`config.mk`:
```
export PLATFORM = sky130hd
export DESIGN_NAME = video_stream_capture
export DESIGN_NICKNAME = d
export VERILOG_FILES = /design/src/rtl/video_pkg.sv /design/src/rtl/video_stream_fifo.sv /design/src/rtl/video_stream_capture.sv
export SDC_FILE = /design/constraint.sdc
export NUM_CORES = 1
export LEC_CHECK = 0
export ABC_AREA = 1
export CAP_MARGIN = 20
export CORE_MARGIN = 2
export CORE_UTILIZATION = 50
export DETAILED_ROUTE_END_ITERATION = 8
export PLACE_DENSITY = 0.67
export SLEW_MARGIN = 20
export SYNTH_ARGS = -nofsm -noshare
export SYNTH_HDL_FRONTEND = slang
export SYNTH_HIERARCHICAL = 1
export SYNTH_SLANG_ARGS = --single-unit
```
`constraint.sdc`:
```
create_clock -name clk -period 11.2 [get_ports clk]
set_input_delay 2.24 -clock clk [delete_from_list [all_inputs] [get_ports clk]]
set_output_delay 2.24 -clock clk [all_outputs]
set_load 0.01 [all_outputs]
```
`src/rtl/video_pkg.sv`:
```
// Shared types for the video capture path: pixel and stream-beat payloads and
// the capture FSM state encoding.
package video_pkg;

  localparam int unsigned DEF_H_ACTIVE = 800;
  localparam int unsigned DEF_V_ACTIVE = 480;

  typedef struct packed {
    logic [7:0] r;
    logic [7:0] g;
    logic [7:0] b;
  } pixel_t;

  typedef enum logic [1:0] {
    WAIT_VSYNC,
    WAIT_FIRST,
    ACTIVE,
    DROP
  } cap_state_t;

  typedef struct packed {
    logic   sop;
    logic   eop;
    pixel_t pix;
  } stream_beat_t;

endpackage

```
`src/rtl/video_stream_fifo.sv`:
```
// Show-ahead FIFO of stream beats with a registered output stage; the output
// register counts toward capacity, so DEPTH beats are held in total.
module video_stream_fifo
  import video_pkg::*;
#(
  parameter int unsigned DEPTH = 16
) (
  input  logic         clk,
  input  logic         reset_n,
  input  logic         wr_en_i,
  input  stream_beat_t wr_beat_i,
  input  logic         rd_ready_i,
  output logic         rd_valid_o,
  output stream_beat_t rd_beat_o,
  output logic         full_o,
  output logic         empty_o
);

  localparam int unsigned AW = $clog2(DEPTH);
  localparam int unsigned CW = AW + 1;

  stream_beat_t  mem_q [DEPTH];
  logic [AW-1:0] wr_ptr_q, wr_ptr_d;
  logic [AW-1:0] rd_ptr_q, rd_ptr_d;
  logic [CW-1:0] count_q, count_d;
  logic          out_valid_q, out_valid_d;
  stream_beat_t  out_beat_q, out_beat_d;
  logic          load;
  logic          mem_pop;
  logic [CW-1:0] total;

  // The output register refills whenever it is empty or being consumed.
  always_comb begin
    load        = !out_valid_q || rd_ready_i;
    mem_pop     = load && (count_q != '0);
    total       = count_q + CW'(out_valid_q);
    wr_ptr_d    = wr_ptr_q + AW'(wr_en_i);
    rd_ptr_d    = rd_ptr_q + AW'(mem_pop);
    count_d     = count_q + CW'(wr_en_i) - CW'(mem_pop);
    out_valid_d = out_valid_q;
    out_beat_d  = out_beat_q;
    if (load) out_valid_d = (count_q != '0);
    if (mem_pop) out_beat_d = mem_q[rd_ptr_q];
  end

  always_ff @(posedge clk) begin
    if (!reset_n) begin
      wr_ptr_q    <= '0;
      rd_ptr_q    <= '0;
      count_q     <= '0;
      out_valid_q <= 1'b0;
      out_beat_q  <= '0;
    end else begin
      wr_ptr_q    <= wr_ptr_d;
      rd_ptr_q    <= rd_ptr_d;
      count_q     <= count_d;
      out_valid_q <= out_valid_d;
      out_beat_q  <= out_beat_d;
    end
  end

  always_ff @(posedge clk) begin
    if (wr_en_i) mem_q[wr_ptr_q] <= wr_beat_i;
  end

  assign rd_valid_o = out_valid_q;
  assign rd_beat_o  = out_beat_q;
  assign full_o     = (total == CW'(DEPTH));
  assign empty_o    = (total == '0);

endmodule

```
`src/rtl/video_stream_capture.sv`:
```
// Parallel RGB + HD/VD/DEN capture into an Avalon-ST packet stream, one packet
// per frame, with overflow and frame-shape error reporting.
module video_stream_capture
  import video_pkg::*;
#(
  parameter int unsigned H_ACTIVE        = DEF_H_ACTIVE,
  parameter int unsigned V_ACTIVE        = DEF_V_ACTIVE,
  parameter int unsigned FIFO_DEPTH      = 16,
  parameter bit          SYNC_ACTIVE_LOW = 1'b1
) (
  input  logic        clk,
  input  logic        reset_n,
  input  logic [23:0] rgb_in,
  input  logic        hd,
  input  logic        vd,
  input  logic        den,
  input  logic        out_ready,
  output logic        out_valid,
  output logic [23:0] out_data,
  output logic        out_sop,
  output logic        out_eop,
  output logic        out_empty,
  output logic        overflow,
  output logic        frame_err
);

  localparam int unsigned CW         = $clog2(H_ACTIVE + 1);
  localparam int unsigned RW         = (V_ACTIVE > 1) ? $clog2(V_ACTIVE) : 1;
  localparam bit          SINGLE_PIX = (H_ACTIVE == 1) && (V_ACTIVE == 1);

  pixel_t        rgb_q;
  logic          hd_act_q, vd_act_q, den_q;
  logic          hd_prev_q, vd_prev_q, den_prev_q;
  cap_state_t    state_q, state_d;
  logic [CW-1:0] col_q, col_d;
  logic [RW-1:0] row_q, row_d;
  logic          bad_line_q, bad_line_d;
  logic          overflow_q, overflow_d;
  logic          frame_err_q, frame_err_d;

  logic          vd_edge, hd_edge, den_fall, last_pix, can_write;
  logic          fifo_wr, fifo_full, fifo_empty, fifo_valid;
  stream_beat_t  fifo_wbeat, fifo_rbeat;

  // Input stage: syncs are stored as "asserted" regardless of polarity.
  always_ff @(posedge clk) begin
    if (!reset_n) begin
      rgb_q      <= '0;
      hd_act_q   <= 1'b0;
      vd_act_q   <= 1'b0;
      den_q      <= 1'b0;
      hd_prev_q  <= 1'b0;
      vd_prev_q  <= 1'b0;
      den_prev_q <= 1'b0;
    end else begin
      rgb_q      <= rgb_in;
      hd_act_q   <= SYNC_ACTIVE_LOW ? !hd : hd;
      vd_act_q   <= SYNC_ACTIVE_LOW ? !vd : vd;
      den_q      <= den;
      hd_prev_q  <= hd_act_q;
      vd_prev_q  <= vd_act_q;
      den_prev_q <= den_q;
    end
  end

  assign vd_edge   = vd_act_q && !vd_prev_q;
  assign hd_edge   = hd_act_q && !hd_prev_q;
  assign den_fall  = den_prev_q && !den_q;
  assign last_pix  = (row_q == RW'(V_ACTIVE - 1)) && (col_q == CW'(H_ACTIVE - 1));
  assign can_write = !fifo_full || (fifo_valid && out_ready);

  always_ff @(posedge clk) begin
    if (!reset_n) begin
      state_q     <= WAIT_VSYNC;
      col_q       <= '0;
      row_q       <= '0;
      bad_line_q  <= 1'b0;
      overflow_q  <= 1'b0;
      frame_err_q <= 1'b0;
    end else begin
      state_q     <= state_d;
      col_q       <= col_d;
      row_q       <= row_d;
      bad_line_q  <= bad_line_d;
      overflow_q  <= overflow_d;
      frame_err_q <= frame_err_d;
    end
  end

  // Counters only live in ACTIVE; every other state holds them cleared.
  always_comb begin
    state_d        = state_q;
    col_d          = '0;
    row_d          = '0;
    bad_line_d     = 1'b0;
    overflow_d     = overflow_q;
    frame_err_d    = 1'b0;
    fifo_wr        = 1'b0;
    fifo_wbeat     = '0;
    fifo_wbeat.pix = rgb_q;
    unique case (state_q)
      WAIT_VSYNC: begin
        if (vd_edge) state_d = WAIT_FIRST;
      end
      WAIT_FIRST: begin
        if (den_q) begin
          if (can_write) begin
            fifo_wr        = 1'b1;
            fifo_wbeat.sop = 1'b1;
            fifo_wbeat.eop = SINGLE_PIX;
            col_d          = CW'(1);
            state_d        = SINGLE_PIX ? WAIT_VSYNC : ACTIVE;
          end else begin
            overflow_d = 1'b1;
            state_d    = DROP;
          end
        end
      end
      ACTIVE: begin
        col_d      = col_q;
        row_d      = row_q;
        bad_line_d = bad_line_q;
        if (vd_edge) begin
          frame_err_d = 1'b1;
          state_d     = WAIT_FIRST;
        end else if (den_q) begin
          col_d = col_q + CW'(1);
          if (can_write) begin
            fifo_wr = 1'b1;
            // A frame that already had a bad line closes without eop.
            fifo_wbeat.eop = last_pix && !bad_line_q;
            if (last_pix) state_d = WAIT_VSYNC;
          end else begin
            overflow_d = 1'b1;
            state_d    = DROP;
          end
        end else if (den_fall) begin
          col_d = '0;
          row_d = row_q + RW'(1);
          if (col_q != CW'(H_ACTIVE)) begin
            frame_err_d = 1'b1;
            bad_line_d  = 1'b1;
          end
        end else if (hd_edge) begin
          col_d = '0;
        end
      end
      DROP: begin
        if (vd_edge) state_d = WAIT_FIRST;
      end
      default: state_d = WAIT_VSYNC;
    endcase
  end

  video_stream_fifo #(
    .DEPTH(FIFO_DEPTH)
  ) u_fifo (
    .clk       (clk),
    .reset_n   (reset_n),
    .wr_en_i   (fifo_wr),
    .wr_beat_i (fifo_wbeat),
    .rd_ready_i(out_ready),
    .rd_valid_o(fifo_valid),
    .rd_beat_o (fifo_rbeat),
    .full_o    (fifo_full),
    .empty_o   (fifo_empty)
  );

  assign out_valid = fifo_valid && !fifo_empty;
  assign out_data  = fifo_rbeat.pix;
  assign out_sop   = fifo_rbeat.sop;
  assign out_eop   = fifo_rbeat.eop;
  assign out_empty = 1'b0;
  assign overflow  = overflow_q;
  assign frame_err = frame_err_q;

endmodule
```
==> run summary, run 1 <==
crit path DAT - 5200 ps
die area - 0.0450 sq mm
Post-CTS Hold Fix Bufs - 0
CORE AREA - 0.0429 sq mm
initial antenna violation count - 0
Hold Vio Cnt, Final - 0
startpoint type of the worst setup path - input pin
gr usage total - 0.221
GP Congestion - 0.815
most common cell after layout, fill and taps aside - nand2_1
DP HPWL - 27.5 mm
fmax - 0.201 GHz
leakage power - 10.4 nW
Pwr Density - 222 mW/mm^2
clk_skew - 17.3 ps
status - complete, no violations
DRC violation count after routing - 0
ANT cells - 0
ranking of synthesized cells by area - edfxtp_1, nand2_1, dfxtp_1
worst slew margin relative to its limit - 0.326
Max-Cap Viols - 0
first-pass GRT wire length - 75.7 mm
RSZ-0062 raised after global routing - false
row cnt - 76
CP Class - input pin to flop
CTS tree - done
prevailing post-synth register cell - edfxtp_1
top cell type's share of synthesized area - 0.577
IO Pins - 60
measured slew at the worst slew-check pin - 1010 ps
Initial Util - 0.505
commonest non-fill, non-tap cells in the layout - nand2_1, edfxtp_1, inv_1, nand3_1, nor2_1
post-CTS setup buffers - 0
Synth cell types - 38
worst vdd ir - 0.138 mV
CTS buffer count - 52
Final setup viols - 0
non-filler instance count after layout - 2856
Worst setup EP type - flop
asr flop ratio synth - 0
Slew Limit Fails - 0
Pwr Total - 5.44 mW
syn_nets - 2250
post-cts gate resize count - 0
die height - 212 microns
yosys warns - 6
cell taking the most area after synthesis - edfxtp_1
Multi-input gate area - 0.00569 sq mm
clock sink count - 510
fin crit period - 4980 ps
number of I/O port buffers - 58
FF/Latch Area - 0.0144 sq mm
Yosys reg bits - 510
synthesis-to-layout area growth - 13.3%
Post-synth EDFFs - 416
fillers - 3539
largest net degree at the start of global routing - 123
drt via density - 5.05
Vias - 14434
critical path required time - 11420 ps
final worst slack - 6220 ps
Pre-antenna DRT Iters - 8
Critical R2R Launch - u_fifo/rd_valid_o$_SDFFE_PN0P_
via count of the first global-routing pass - 14099
detailed-route wire length per cell - 17.1 microns
WL final - 48.7 mm
total gr overflow - 0
Final #Nets - 2276
Synth Instances - 2202
Seq/Total Area, Yosys - 0.664
CTS max path bufs - 3
DIE WIDTH - 212 microns
period utilisation layout - 0.445
CTS HTree Levels - 2
post-route ant nets - 0
Clock Latency Late Sink - 600 ps
hold path start - hd_act_q$_SDFF_PN0_
clk root buf - clkbuf_16
Mapped Area - 0.0217 sq mm
synthesized area per cell - 9.83 sq um
post-layout util - 0.572
setup_tns - 0 ps
Reg clk slew, reported paths - 60 ps
placed insts - 2759
crit-path max FO - 26
layout cells sized above 1 - 0.0616
Tightest Hold Check Type - flop to flop
CP Launch Point - out_ready
Placement Setup Slack - 5250 ps
DR iter-0 viols - 1041
worst max-delay path: stages:
cell and delay, ps:
clkdlybuf4s50_1 480, nand2_1 50, nand2_1 120, nand2_1 100, nor2_2 550, nand2_1 140, o21ai_0 110, buf_4 200
nand3_1 320, nor2_4 840
cell families (layout without fill, tap and decap cells):
logic type,after synthesis,after routing,synth area share
compound gates,44,44,0.0108
buf+inv,423,492,0.0794
other cells,1,1,0.000173
flops,510,510,0.664
xor+xnor,7,7,0.00283
fa+ha+maj,18,18,0.0107
simple gates,1199,1199,0.232
power by group:
group / switching [mW] / total, mW / internal, mW / leakage (nW)
Clock: 0.704 / 1.83 / 1.12 / 0.889
Sequential: 0.110 / 2.23 / 2.12 / 4.58
Combinational: 0.925 / 1.38 / 0.452 / 4.95
Total: 1.74 / 5.44 / 3.70 / 10.4
final timing paths:
| kind | end | slack (ps) | cells past startpoint |
|---|---|---|---|
| setup / recovery | u_fifo/mem_q[15][14]$_DFFE_PP_ | 6220 | 10 |
| hold / removal | hd_prev_q$_SDFF_PN0_ | 430 | 2 |
| setup reg to reg | u_fifo/mem_q[15][14]$_DFFE_PP_ | 7280 | 13 |
| hold reg to reg | hd_prev_q$_SDFF_PN0_ | 430 | 2 |
state kept, by name, summed over array words and instances, names as in the netlist:
signal / count
hd_prev_q: 1
overflow: 1
fifo_wbeat: 24
u_fifo/rd_beat_o: 26
u_fifo/wr_ptr_q: 4
vd_prev_q: 1
hd_act_q: 1
frame_err: 1
u_fifo/mem_q: 416
vd_act_q: 1
u_fifo/rd_valid_o: 1
row_q: 9
state_q: 2
den_prev_q: 1
col_q: 10
bad_line_q: 1
u_fifo/rd_ptr_q: 4
den_q: 1
u_fifo/count_q: 5
metal layers:
layer / share of wire / vias up / global-route usage
li1: - / 7129 / -
met1: 0.41 / 6829 / 0.275
met2: 0.50 / 380 / 0.386
met3: 0.053 / 96 / 0.0297
met4: 0.036 / 0 / 0.0974
met5: 0 / - / 0
Yosys cell counts (2+ instances only):
cell        n
edfxtp_1  416
nor2_4      2
inv_1     313
nand3b_1    2
o21bai_1    3
buf_1       9
nand2_4     4
o21ai_0     9
nand4_1     4
nand2_1   745
buf_4       6
xor2_1      3
buf_2      62
inv_2       8
nor2_1    110
o21ai_1     3
dfxtp_1    94
nor3b_2     2
clkbuf_1   21
xnor2_1     4
nand3_1   313
buf_6       2
ha_1       17
nor3_1      7
nor2_2      4
a21oi_1    27
per-stage QoR:
stage                     hold WS [ps]  instance area, sq um
after floorplan                    407                 21700
after global placement             416                 22700
after detailed placement           423                 22700
after CTS                          431                 24500
after global routing               471                 24500
final                              425                 24500
layout make-up:
class                      instances  share of cell area
clock buffer                      63              0.0560
clock inverter                    34              0.0182
inverter                         322              0.0496
multi-input combinational       1269               0.232
sequential                       510               0.586
tap                              585              0.0298
timing repair buffer              73              0.0281
(Power assumes the default switching activity.)
==> run 2: changes to the inputs <==
PLACE_DENSITY = 0.69   (was 0.67)
clock period = 4.35 ns   (was 11.2 ns; I/O delays follow)
==> run 2 against run 1 <==
  * Non-clock buffer count up 19
  * Setup slack worse by 5400 ps
  * Worst hold slack better by 40 ps
  * Largest power group unchanged
  * Highest routed layer unchanged
  * Critical endpoint is now u_fifo/mem_q[3][16]$_DFFE_PP_
  * Flip-flop and latch count unchanged
  * Final cell count up 0.74%
  * Critical path depth up 3
  * Sequential power rose to 2.6 times the previous value
  * Critical path type is now flop to flop
==> run summary, run 2 (same netlist as run 1, synthesis figures left out) <==
fin crit period - 3550 ps
CTS max path bufs - 3 (unchanged)
crit-path cells - ha_1, ha_1, nand2_1, xor2_1, nor2_1, nand2_1, inv_1, nor2_2, nand2_1, o21ai_0, nand2_1, nor2_4, buf_12
Max-Cap Viols - 0 (unchanged)
crit path DAT - 3850 ps (-1350 ps)
IO Pins - 60 (unchanged)
crit-path max FO - 20 (-23%)
largest net degree at the start of global routing - 210 (+71%)
Post-CTS Hold Fix Bufs - 0 (unchanged)
fmax - 0.282 GHz
placed insts - 2778 (+0.69%)
max reg flops - 416 (unchanged)
Final setup viols - 0 (unchanged)
startpoint type of the worst setup path - flop
Pwr Density - 559 mW/mm^2 (+150%)
Vias - 14666 (+1.6%)
drt via density - 5.10 (+0.87%)
non-filler instance count after layout - 2877 (+0.74%)
hold path start - hd_act_q$_SDFF_PN0_
Initial Util - 0.505 (unchanged)
setup_tns - 0 ps (unchanged)
Clock Latency Late Sink - 600 ps (about the same)
critical path required time - 4650 ps (-6770 ps)
Tightest Hold Check Type - flop to flop
most used cell, CP - nand2_1
CTS buffer count - 53 (+1.9%)
CP peak stage delay - 680 ps (-160 ps)
DP Area - 0.0230 sq mm (+1.4%)
DIE WIDTH - 212 microns (unchanged)
worst vdd ir - 0.547 mV (+300%)
Worst setup EP type - flop
Hold Vio Cnt, Final - 0 (unchanged)
CP Class - flop to flop
status - complete, no violations
post-CTS setup buffers - 0 (unchanged)
gr usage total - 0.222 (+0.00166)
DR iter-0 viols - 1257 (+21%)
measured slew at the worst slew-check pin - 1160 ps (+155 ps)
row cnt - 76 (unchanged)
layout cells sized above 1 - 0.0707 (+0.00903)
leakage power - 10.5 nW (+1.2%)
RSZ-0062 raised after global routing - false
largest reg by FF count - u_fifo/mem_q
final instance area - 0.0248 sq mm (+1.0%)
commonest non-fill, non-tap cells in the layout - nand2_1, edfxtp_1, inv_1, nand3_1, nor2_1
clk root buf - clkbuf_16
Critical R2R Launch - u_fifo/rd_valid_o$_SDFFE_PN0P_
DRC violation count after routing - 0 (unchanged)
Reg clk slew, reported paths - 60 ps (about the same)
GP Congestion - 0.820 (+0.61%)
WP buf/inv - 2 (unchanged)
Slew Limit Fails - 0 (unchanged)
WL final - 48.9 mm (+0.29%)
Worst R2R Path Depth - 13 (unchanged)
worst slew margin relative to its limit - 0.224 (-0.101)
post-route ant nets - 0 (unchanged)
Final #Nets - 2296 (+0.88%)
post-cts gate resize count - 0 (unchanged)
first-pass GRT wire length - 76.5 mm (+1.1%)
reg-to-reg setup timing slack - 800 ps (-6480 ps)
clk_skew - 21.5 ps (+4.14 ps)
initial antenna violation count - 1 (+1)
period utilisation layout - 0.816
die area - 0.0450 sq mm (unchanged)
capturing point of the worst reg2reg path - u_fifo/mem_q[3][16]$_DFFE_PP_
WHS Endpoint - hd_prev_q$_SDFF_PN0_
hold path cells - 2 (unchanged)
number of I/O port buffers - 58 (unchanged)
clock sink count - 510 (unchanged)
CP top delay family - simple AND/OR/NAND/NOR gates
DP HPWL - 28.2 mm (+2.4%)
CP Launch Point - u_fifo/rd_valid_o$_SDFFE_PN0P_
synthesis-to-layout area growth - 14.4%
CTS tree - done
Pre-antenna DRT Iters - 5 (-3)
CTS HTree Levels - 2 (unchanged)
die height - 212 microns (unchanged)
ANT cells - 0 (unchanged)
detailed-route wire length per cell - 17.0 microns (-0.44%)
Critical-path top delay cell - o21ai_0
CORE AREA - 0.0429 sq mm (unchanged)
fillers - 3501 (-1.1%)
via count of the first global-routing pass - 14210 (+0.79%)
total gr overflow - 0 (unchanged)
most common cell after layout, fill and taps aside - nand2_1
-- run 2: worst min-delay path: stages, from the launching register on --
cell     delay [ps]
dfxtp_1         330
nand2_1          60
inv_1            30
-- run 2: how the worst max path moves through the flow --
stage                                    endpoint  depth (start not counted)
finish              u_fifo/mem_q[3][16]$_DFFE_PP_                         13
floorplan           u_fifo/mem_q[12][0]$_DFFE_PP_                         12
CTS                 u_fifo/mem_q[3][16]$_DFFE_PP_                         13
global route        u_fifo/mem_q[3][16]$_DFFE_PP_                         13
global placement    u_fifo/mem_q[1][15]$_DFFE_PP_                         10
detailed placement   u_fifo/mem_q[3][6]$_DFFE_PP_                         10
-- run 2: power breakdown --
part	total, mW	internal, mW	switching (mW)
Sequential	5.70	5.46	0.233
Combinational	3.62	1.19	2.43
Clock	4.53	2.67	1.85
Total	13.8	9.33	4.52
-- run 2: final cells by class --
class | instances | area [sq um] | area share
Clock inverter | 37 | 357 | 0.0144
Timing Repair Buffer | 92 | 1000 | 0.0404
Tap cell | 585 | 732 | 0.0295
Clock buffer | 62 | 1410 | 0.0569
Multi-Input combinational cell | 1269 | 5680 | 0.229
Sequential cell | 510 | 14400 | 0.580
Inverter | 322 | 1220 | 0.0491
-- run 2: per-layer routing --
| metal | part of all wire | vias up | GRT usage |
|---|---|---|---|
| met2 | 0.48 | 441 | 0.370 |
| met1 | 0.43 | 6960 | 0.301 |
| met3 | 0.060 | 85 | 0.0335 |
| met4 | 0.028 | 0 | 0.0738 |
| met5 | 0 | - | 0 |
| li1 | - | 7180 | - |
-- run 2: stage by stage --
step	util	total power, mW	worst slack, ps	hold WS, ps
floorplan	-	8.33	576	407
global placement	0.536	9.35	583	445
detailed placement	0.537	9.42	546	451
CTS	0.578	14.0	815	459
global route	0.578	14.6	521	493
finish	0.578	13.8	799	465
